--- config.mk ---
export PLATFORM = sky130hd
export DESIGN_NAME = arbiter_2req
export DESIGN_NICKNAME = d
export VERILOG_FILES = /design/src/rtl/arbiter_pkg.sv /design/src/rtl/arbiter_pick.sv /design/src/rtl/arbiter_2req.sv
export SDC_FILE = /design/constraint.sdc
export NUM_CORES = 1
export LEC_CHECK = 0
export ABC_AREA = 0
export BUFFER_PORTS_ARGS = -buffer_cell sky130_fd_sc_hd__buf_2
export CORE_AREA = 5 5 42 44
export DETAILED_ROUTE_END_ITERATION = 8
export DIE_AREA = 0 0 47 49
export GPL_ROUTABILITY_DRIVEN = 0
export PLACE_DENSITY = 0.36
export SLEW_MARGIN = 20
export SYNTH_ARGS = -nofsm -noshare
export SYNTH_HDL_FRONTEND = slang
export SYNTH_SLANG_ARGS = --single-unit
--- constraint.sdc ---
create_clock -name clk -period 0.8 [get_ports clk]
set_input_delay 0.24 -clock clk [delete_from_list [all_inputs] [get_ports clk]]
set_output_delay 0.24 -clock clk [all_outputs]
set_load 0.05 [all_outputs]
--- src/rtl/arbiter_pkg.sv ---
// Shared definitions for the two-requester arbiter.
//
// Contents:
//   PRIO_W_DEF   default width of each requester priority input
//   arb_state_t  arbiter states (IDLE, GRANT_A, GRANT_B); 2'b11 is unused
//   grant_a_of / grant_b_of  decode a state into its grant lines
//
// Optional feature macro used by the files that import this package:
//   ARB_FAIR_TIE_EN  equal-priority ties go to the requester not granted most recently
package arbiter_pkg;

  localparam int PRIO_W_DEF = 2;

  typedef enum logic [1:0] {
    IDLE    = 2'b00,
    GRANT_A = 2'b01,
    GRANT_B = 2'b10
  } arb_state_t;

  // Grant lines are a pure function of the state, so the registered outputs
  // can be loaded from the next state and always agree with the state register.
  function automatic logic grant_a_of(input arb_state_t s);
    return (s == GRANT_A);
  endfunction

  function automatic logic grant_b_of(input arb_state_t s);
    return (s == GRANT_B);
  endfunction

endpackage

--- src/rtl/arbiter_pick.sv ---
// Combinational arbitration decision taken only when the resource is free.
//
// Ports:
//   ra, rb     requests from A and B
//   PA, PB     unsigned priorities; larger value wins
//   last_b     (ARB_FAIR_TIE_EN only) 1 when B was granted most recently
//   pick_a     A should be granted
//   pick_b     B should be granted
// pick_a and pick_b are never both 1; both are 0 when nobody requests.
//
// Macro ARB_FAIR_TIE_EN: when defined, equal priorities are resolved in favour
// of the requester that did not win last time; otherwise A wins every tie.
module arbiter_pick
  import arbiter_pkg::*;
#(
  parameter int PRIO_W = PRIO_W_DEF
) (
  input  logic              ra,
  input  logic              rb,
  input  logic [PRIO_W-1:0] PA,
  input  logic [PRIO_W-1:0] PB,
`ifdef ARB_FAIR_TIE_EN
  input  logic              last_b,
`endif
  output logic              pick_a,
  output logic              pick_b
);

  logic tie_to_a;

  // Tie-break source: rotate on the last winner, or fixed preference for A.
`ifdef ARB_FAIR_TIE_EN
  assign tie_to_a = last_b;
`else
  assign tie_to_a = 1'b1;
`endif

  // A wins when it is alone, strictly higher, or equal and favoured by the
  // tie-break; B takes whatever A did not claim.
  always_comb begin
    pick_a = 1'b0;
    pick_b = 1'b0;
    if (ra && !rb) begin
      pick_a = 1'b1;
    end else if (rb && !ra) begin
      pick_b = 1'b1;
    end else if (ra && rb) begin
      if (PA > PB) begin
        pick_a = 1'b1;
      end else if (PB > PA) begin
        pick_b = 1'b1;
      end else if (tie_to_a) begin
        pick_a = 1'b1;
      end else begin
        pick_b = 1'b1;
      end
    end
  end

endmodule

--- src/rtl/arbiter_2req.sv ---
// Two-requester, single-resource, non-preemptive arbiter.
// A grant is held for as long as its owner keeps requesting; priorities only
// matter when arbitrating from IDLE. Grants are registered (one clock latency).
//
// Ports:
//   clk      rising-edge clock
//   rst      asynchronous active-low reset (0 = reset)
//   ra, rb   level requests from A and B
//   PA, PB   priorities of A and B (larger wins), sampled only from IDLE
//   ga, gb   registered grants to A and B, never both 1
//
// Macro ARB_FAIR_TIE_EN: when defined, a last-winner register (reset to B)
// breaks equal-priority ties in favour of the requester not granted most
// recently; when undefined A always wins ties and the register is absent.
module arbiter_2req
  import arbiter_pkg::*;
#(
  parameter int PRIO_W = PRIO_W_DEF
) (
  input  logic              clk,
  input  logic              rst,
  input  logic              ra,
  input  logic              rb,
  input  logic [PRIO_W-1:0] PA,
  input  logic [PRIO_W-1:0] PB,
  output logic              ga,
  output logic              gb
);

  arb_state_t state;
  arb_state_t state_next;
  logic       pick_a;
  logic       pick_b;

`ifdef ARB_FAIR_TIE_EN
  logic last_b;
`endif

  arbiter_pick #(
    .PRIO_W (PRIO_W)
  ) u_pick (
    .ra     (ra),
    .rb     (rb),
    .PA     (PA),
    .PB     (PB),
`ifdef ARB_FAIR_TIE_EN
    .last_b (last_b),
`endif
    .pick_a (pick_a),
    .pick_b (pick_b)
  );

  // Next state. An owner keeps the resource while it requests; when it lets
  // go, a waiting requester takes over directly without passing through IDLE.
  // The unused encoding falls back to IDLE.
  always_comb begin
    state_next = IDLE;
    case (state)
      IDLE: begin
        if (pick_a) begin
          state_next = GRANT_A;
        end else if (pick_b) begin
          state_next = GRANT_B;
        end else begin
          state_next = IDLE;
        end
      end
      GRANT_A: begin
        if (ra) begin
          state_next = GRANT_A;
        end else if (rb) begin
          state_next = GRANT_B;
        end else begin
          state_next = IDLE;
        end
      end
      GRANT_B: begin
        if (rb) begin
          state_next = GRANT_B;
        end else if (ra) begin
          state_next = GRANT_A;
        end else begin
          state_next = IDLE;
        end
      end
      default: state_next = IDLE;
    endcase
  end

  // State and grant registers. Grants are loaded from the next state so they
  // change on the same edge as the state, making handoffs gapless.
  always_ff @(posedge clk or negedge rst) begin
    if (!rst) begin
      state <= IDLE;
      ga    <= 1'b0;
      gb    <= 1'b0;
`ifdef ARB_FAIR_TIE_EN
      last_b <= 1'b1;
`endif
    end else begin
      state <= state_next;
      ga    <= grant_a_of(state_next);
      gb    <= grant_b_of(state_next);
`ifdef ARB_FAIR_TIE_EN
      if (state_next == GRANT_A) begin
        last_b <= 1'b0;
      end else if (state_next == GRANT_B) begin
        last_b <= 1'b1;
      end
`endif
    end
  end

endmodule

# After elaboration in Yosys (flattened, before gate mapping)

Index checks and enable logic that the tools add are counted.

Register bits after elaboration: 4
Input port bits: 8
Output and inout port bits: 2
Word-level logic and storage cells: 32

Magnitude comparators: 2
Equal/unequal tests: 4
Multiplexer cells: 17
Reduce and logical (&&, ||, !) cells: 6

Operators with widths:

| cell                                                                   | number |
|---|---|
| 1-bit two-way mux                                                      | 11 |
| 2-bit two-way mux                                                      | 5 |
| 2-bit one-hot mux with 3 select lines                                  | 1 |
| 2-bit by 1-bit equality test with 1-bit output (second input constant) | 2 |
| 2-bit equality test (second input constant)                            | 2 |
| 2-bit > comparator                                                     | 2 |
| 1-bit logical AND                                                      | 3 |
| 1-bit logical NOT                                                      | 2 |
| 2-bit logical NOT                                                      | 1 |

# Depth between registers and ports, before layout

Depth after elaboration: 10
Mapped depth: 5

# Hierarchy

A second synthesis with hierarchy kept.

Cell total of the unflattened synthesis: 24
Area, all modules: 252.7 um^2

Modules (own cells, without submodules):

| module       | times used | cells each | area an instance (um^2) |
|---|---|---|---|
| arbiter_2req | 1          | 14         | 182.7 |
| arbiter_pick | 1          | 10         | 70.1 |

# Worst setup path before layout

Ideal clock, no wire load.

Kind: in2reg
From: input PA[1]
To: register ga
Arrival: 0.988 ns
Setup slack: -0.308 ns
Stages on the path: 5
Path buffers: 0
Cell sequence: inv_1 ha_1 nor2b_1 o2111ai_2 and3_1

Cells in the longest elaborated chain, start to end: 10

RTL lines:

| item                                               | line                | RTL |
|---|---|---|
| start, declared                                    | arbiter_2req.sv:24  | `input logic [PRIO_W-1:0] PA,` |
| 2-bit > comparator                                 | arbiter_pick.sv:50  | `end else if (PB > PA) begin` |
| 1-bit two-way mux                                  | arbiter_pick.sv:50  |  |
| 1-bit two-way mux                                  | arbiter_pick.sv:48  | `if (PA > PB) begin` |
| 1-bit two-way mux                                  | arbiter_pick.sv:47  | `end else if (ra && rb) begin` |
| 1-bit two-way mux                                  | arbiter_pick.sv:45  | `end else if (rb && !ra) begin` |
| 1-bit two-way mux                                  | arbiter_pick.sv:43  | `if (ra && !rb) begin` |
| 2-bit two-way mux                                  | arbiter_2req.sv:62  | `end else if (pick_b) begin` |
| 2-bit two-way mux (*)                              | arbiter_2req.sv:60  | `if (pick_a) begin` |
| 2-bit one-hot mux with 3 select lines (*)          | arbiter_2req.sv:58  | `case (state)` |
| 2-bit by 1-bit equality test with 1-bit output (*) | arbiter_pkg.sv:23   | `return (s == GRANT_A);` |
| end signal, assigned                               | arbiter_2req.sv:102 | `ga <= grant_a_of(state_next);` |
| end, declared                                      | arbiter_2req.sv:26  | `output logic ga,` |

Every way passes the cells marked *; elsewhere a longest branch is shown, timed or not.

# Worst setup path after layout

From: register gb
To: output gb

RTL lines:

| item                   | line                | RTL |
|---|---|---|
| start, declared        | arbiter_2req.sv:27  | `output logic gb` |
| start signal, assigned | arbiter_2req.sv:103 | `gb <= grant_b_of(state_next);` |

No word-level cell between the ends.

==> flow_summary.rst <==
.. list-table::
   :header-rows: 1

   * - Metric
     - Value
   * - Clock Sink Count
     - 4
   * - Compound-cell area share of the yosys netlist
     - 10.0%
   * - Hold violation total from the final report
     - 0
   * - Post-Synth Simple-Gate Area
     - 16.9%
   * - Fraction of power consumed by sequential logic
     - 34.0%
   * - Routed wl met3
     - 69 um
   * - Global-route wire length before repair
     - 717 um
   * - Ys flop type
     - sky130_fd_sc_hd__dfrtp_1
   * - Crit path DAT
     - 0.77 ns
   * - Via count of the routed design
     - 187
   * - Maximum number of pins on one net before global-route repair
     - 5
   * - Total overflow reported by the global router
     - 0
   * - Share of the synthesized area in the top cell type
     - 50.0%
   * - Multiplexer area fraction after synthesis
     - 5.00%
   * - Endpoint type of the worst setup path
     - output pin
   * - Share of total power in the clock network
     - 36.8%
   * - # IOs
     - 10
   * - Post-synthesis sequential area ratio
     - 50.0%
   * - CTS buffer count
     - 3
   * - Fmax achieved
     - 987 MHz
   * - Commonest cells in the netlist
     - sky130_fd_sc_hd__dfrtp_1 (4), sky130_fd_sc_hd__nand2_1 (4), sky130_fd_sc_hd__inv_1 (3)
   * - Core outline area
     - 0.00140 mm2
   * - Share of async-settable or async-resettable flops after synthesis
     - 100%
   * - Antenna diode count
     - 0
   * - Post-synthesis share of cell area spent on full adders, half adders and majority gates
     - 12.5%
   * - Setup repair after global routing missed its margin
     - yes
   * - Number of max-cap violations
     - 0
   * - Synth top area cells
     - sky130_fd_sc_hd__dfrtp_1 (50%), sky130_fd_sc_hd__ha_1 (13%), sky130_fd_sc_hd__nand2_1 (7.5%)
   * - TritonCTS clock tree
     - yes
   * - DRC marker count from the first detailed-route iteration
     - 4
   * - Wire per inst
     - 8.82 um
   * - Power share of the combinational group
     - 29.2%
   * - Cell area power density
     - 1960 mW/mm2
   * - Nets@finish
     - 44
   * - Violated checks
     - setup timing
   * - Most area-hungry cell type in the Yosys netlist
     - sky130_fd_sc_hd__dfrtp_1
   * - VDD IR max
     - 638 uV
   * - Max incr delay on CP
     - 0.39 ns
   * - GRT Util Overall
     - 4.51%
   * - Post-route cell area
     - 373 um2
   * - Sum of met2 wire segment lengths after detailed routing
     - 214 um
   * - Starting utilization of the core area
     - 14.3%
   * - Clk Latency, worst-skew pair
     - 0.23 ns
   * - Switch share
     - 28.9%
   * - Pin slew with the least headroom to its limit
     - 0.196 ns
   * - Footprint of the flip-flops and latches
     - 101 um2
   * - Fraction of layout cells with a size suffix above 1
     - 54.5%
   * - Power, Total
     - 0.730 mW
   * - Routed Antenna Nets
     - 0
   * - H-tree depth reported by CTS
     - 1
   * - Horizontal die dimension
     - 47 um
   * - Combined area of all synthesized cells
     - 200 um2
   * - Slew headroom
     - 87.0%
   * - Leakage power
     - 0.184 nW
   * - Critical-path maximum fanout
     - 1
   * - DP Worst Slack
     - -0.453 ns
   * - IO buf count
     - 9
   * - Net load switching power
     - 0.211 mW
   * - Total routed wire length on the met1 layer
     - 148 um
   * - Clock root buffer
     - sky130_fd_sc_hd__clkbuf_4
   * - Detailed-router iteration count before antenna repair
     - 4
   * - Total internal power
     - 0.518 mW
   * - Slew Viols, Final
     - 0
   * - Synth Register Bits
     - 4
   * - Worst setup margin
     - -0.213 ns
   * - Critical path launch point type
     - register
   * - Total area of multi-input combinational cells
     - 123 um2
   * - Dominant combinational cell family by area after synthesis
     - simple AND/OR/NAND/NOR gates
   * - Vertical extent of the die
     - 49 um
   * - Final count of negative-setup-slack endpoints
     - 6
   * - Syn_nets
     - 29
   * - Ordered list of cells on the worst path
     - buf_6
   * - Final worst path period share
     - 127%
   * - DRC violation count after routing
     - 0
   * - Via count of the first global-routing pass
     - 194
   * - Cell Rows
     - 14
   * - Post-synth EDFFs
     - 0
   * - Clk slew on worst S/H paths
     - 0.04 ns
   * - Count of synthesis-stage warnings from yosys
     - 0
   * - Worst-case clock buffer depth
     - 2
   * - Number of cells produced by synthesis
     - 19
   * - Post-Route Skew
     - 0.00783 ns
   * - WL final
     - 432 um
   * - Area grow syn2layout
     - 86.3%
   * - Mean instance size in the synthesized netlist
     - 10.5 um2
   * - Status
     - finished with violations
   * - Placed cell area
     - 294 um2
   * - Slowest stage cell, crit path
     - sky130_fd_sc_hd__dfrtp_2
   * - Crit path kind
     - reg -> out
   * - Number of buffer and inverter instances along the worst setup path
     - 1
   * - Critical path required time
     - 0.56 ns
   * - Min Tclk post-route
     - 1.01 ns
   * - Fillers
     - 162
   * - Vias/cell
     - 3.82
   * - Xor/xnor share of the synthesized area
     - 0%
   * - Number of distinct library cells after synthesis
     - 9
   * - Die Outline Area
     - 0.00230 mm2
   * - Worst min path class
     - in -> reg
   * - Initial antenna violation count
     - 0
   * - Top Metal Used
     - met3
   * - Family of cells with the greatest summed delay on the critical path
     - flip-flops
==> worst paths after layout <==
path                          start       end  slack, ns  cells after the start
max                              gb        gb      -0.21                      1
min                              ra        ga       0.29                      2
max reg2reg                state[0]  state[0]      -0.10                      3
min reg2reg                state[1]        gb       0.60                      3
max in group asynchronous       rst        gb       0.33                      2
min in group asynchronous       rst        ga       0.34                      2
==> layer usage <==
metal / up-vias / global-route usage, %
met5: - / 0
met4: 0 / 4.15
met3: 0 / 1.85
met2: 8 / 7.01
met1: 88 / 4.19
li1: 91 / -
==> metrics by stage <==
| stage | TNS, ns | util [%] | hold slack [ns] | cells |
|---|---|---|---|---|
| after floorplan | -0.855 | - | -0.0556 | 19 |
| after global placement | -1.60 | 21.0 | 0.0460 | 44 |
| after detailed placement | -1.65 | 21.0 | 0.0487 | 44 |
| after CTS | -0.807 | 25.6 | 0.278 | 49 |
| after global routing | -0.968 | 26.6 | 0.303 | 49 |
| final | -0.766 | 26.6 | 0.289 | 49 |
==> kinds of logic (layout without fill, tap and decap cells) <==
group,Yosys count,after routing
and+or+nand+nor,7,7
muxes,1,1
AOI/OAI and AO/OA,2,2
DFF,4,4
buffers and inverters,3,17
adders and majority gates,2,2
==> power groups by stage <==
stage	Sequential (mW)	Combinational [mW]	Clock (mW)
after floorplan	0.295	0.0674	0
after global placement	0.244	0.169	0
after detailed placement	0.247	0.171	0
after CTS	0.248	0.201	0.283
after global routing	0.251	0.230	0.295
final	0.248	0.213	0.268
==> flip-flops by register name, summed over array words and instances, names as in the netlist <==
name and cells:
ga 1, gb 1, state 2
==> layout by cell type, fill, tap and decap left out <==
cell type,Yosys,final
sky130_fd_sc_hd__buf_2,0,5
sky130_fd_sc_hd__ha_1,2,1
sky130_fd_sc_hd__clkbuf_4,0,3
sky130_fd_sc_hd__ha_4,0,1
sky130_fd_sc_hd__and3_1,2,2
sky130_fd_sc_hd__buf_6,0,3
sky130_fd_sc_hd__clkbuf_1,0,1
sky130_fd_sc_hd__dfrtp_2,0,1
sky130_fd_sc_hd__inv_8,0,1
sky130_fd_sc_hd__o2111ai_4,0,1
sky130_fd_sc_hd__o21ai_0,1,1
sky130_fd_sc_hd__buf_8,0,1
sky130_fd_sc_hd__mux2i_1,1,1
sky130_fd_sc_hd__nor2b_4,0,1
sky130_fd_sc_hd__dfrtp_1,4,3
sky130_fd_sc_hd__nand2_1,4,3
sky130_fd_sc_hd__inv_1,3,2
sky130_fd_sc_hd__nand2_2,0,1
sky130_fd_sc_hd__dlygate4sd3_1,0,1
==> final cells by class <==
class | count | share of cell area [%]
clock buffers | 4 | 7.05
multi-input cells | 12 | 32.9
well taps | 16 | 5.37
repair buffers | 10 | 22.5
flip-flops and latches | 4 | 27.2
inverters | 3 | 5.03
==> timing repair <==
action | CTS | global route
buffers inserted | 0 | 0
pin swaps | 5 | 1
setup endpoints to repair | 6 | 6
hold buffers | 1 | 0
endpoints found under the hold margin | 4 | 0
resized for setup | 8 | 2
No activity file was read; power rests on OpenSTA's default activity.
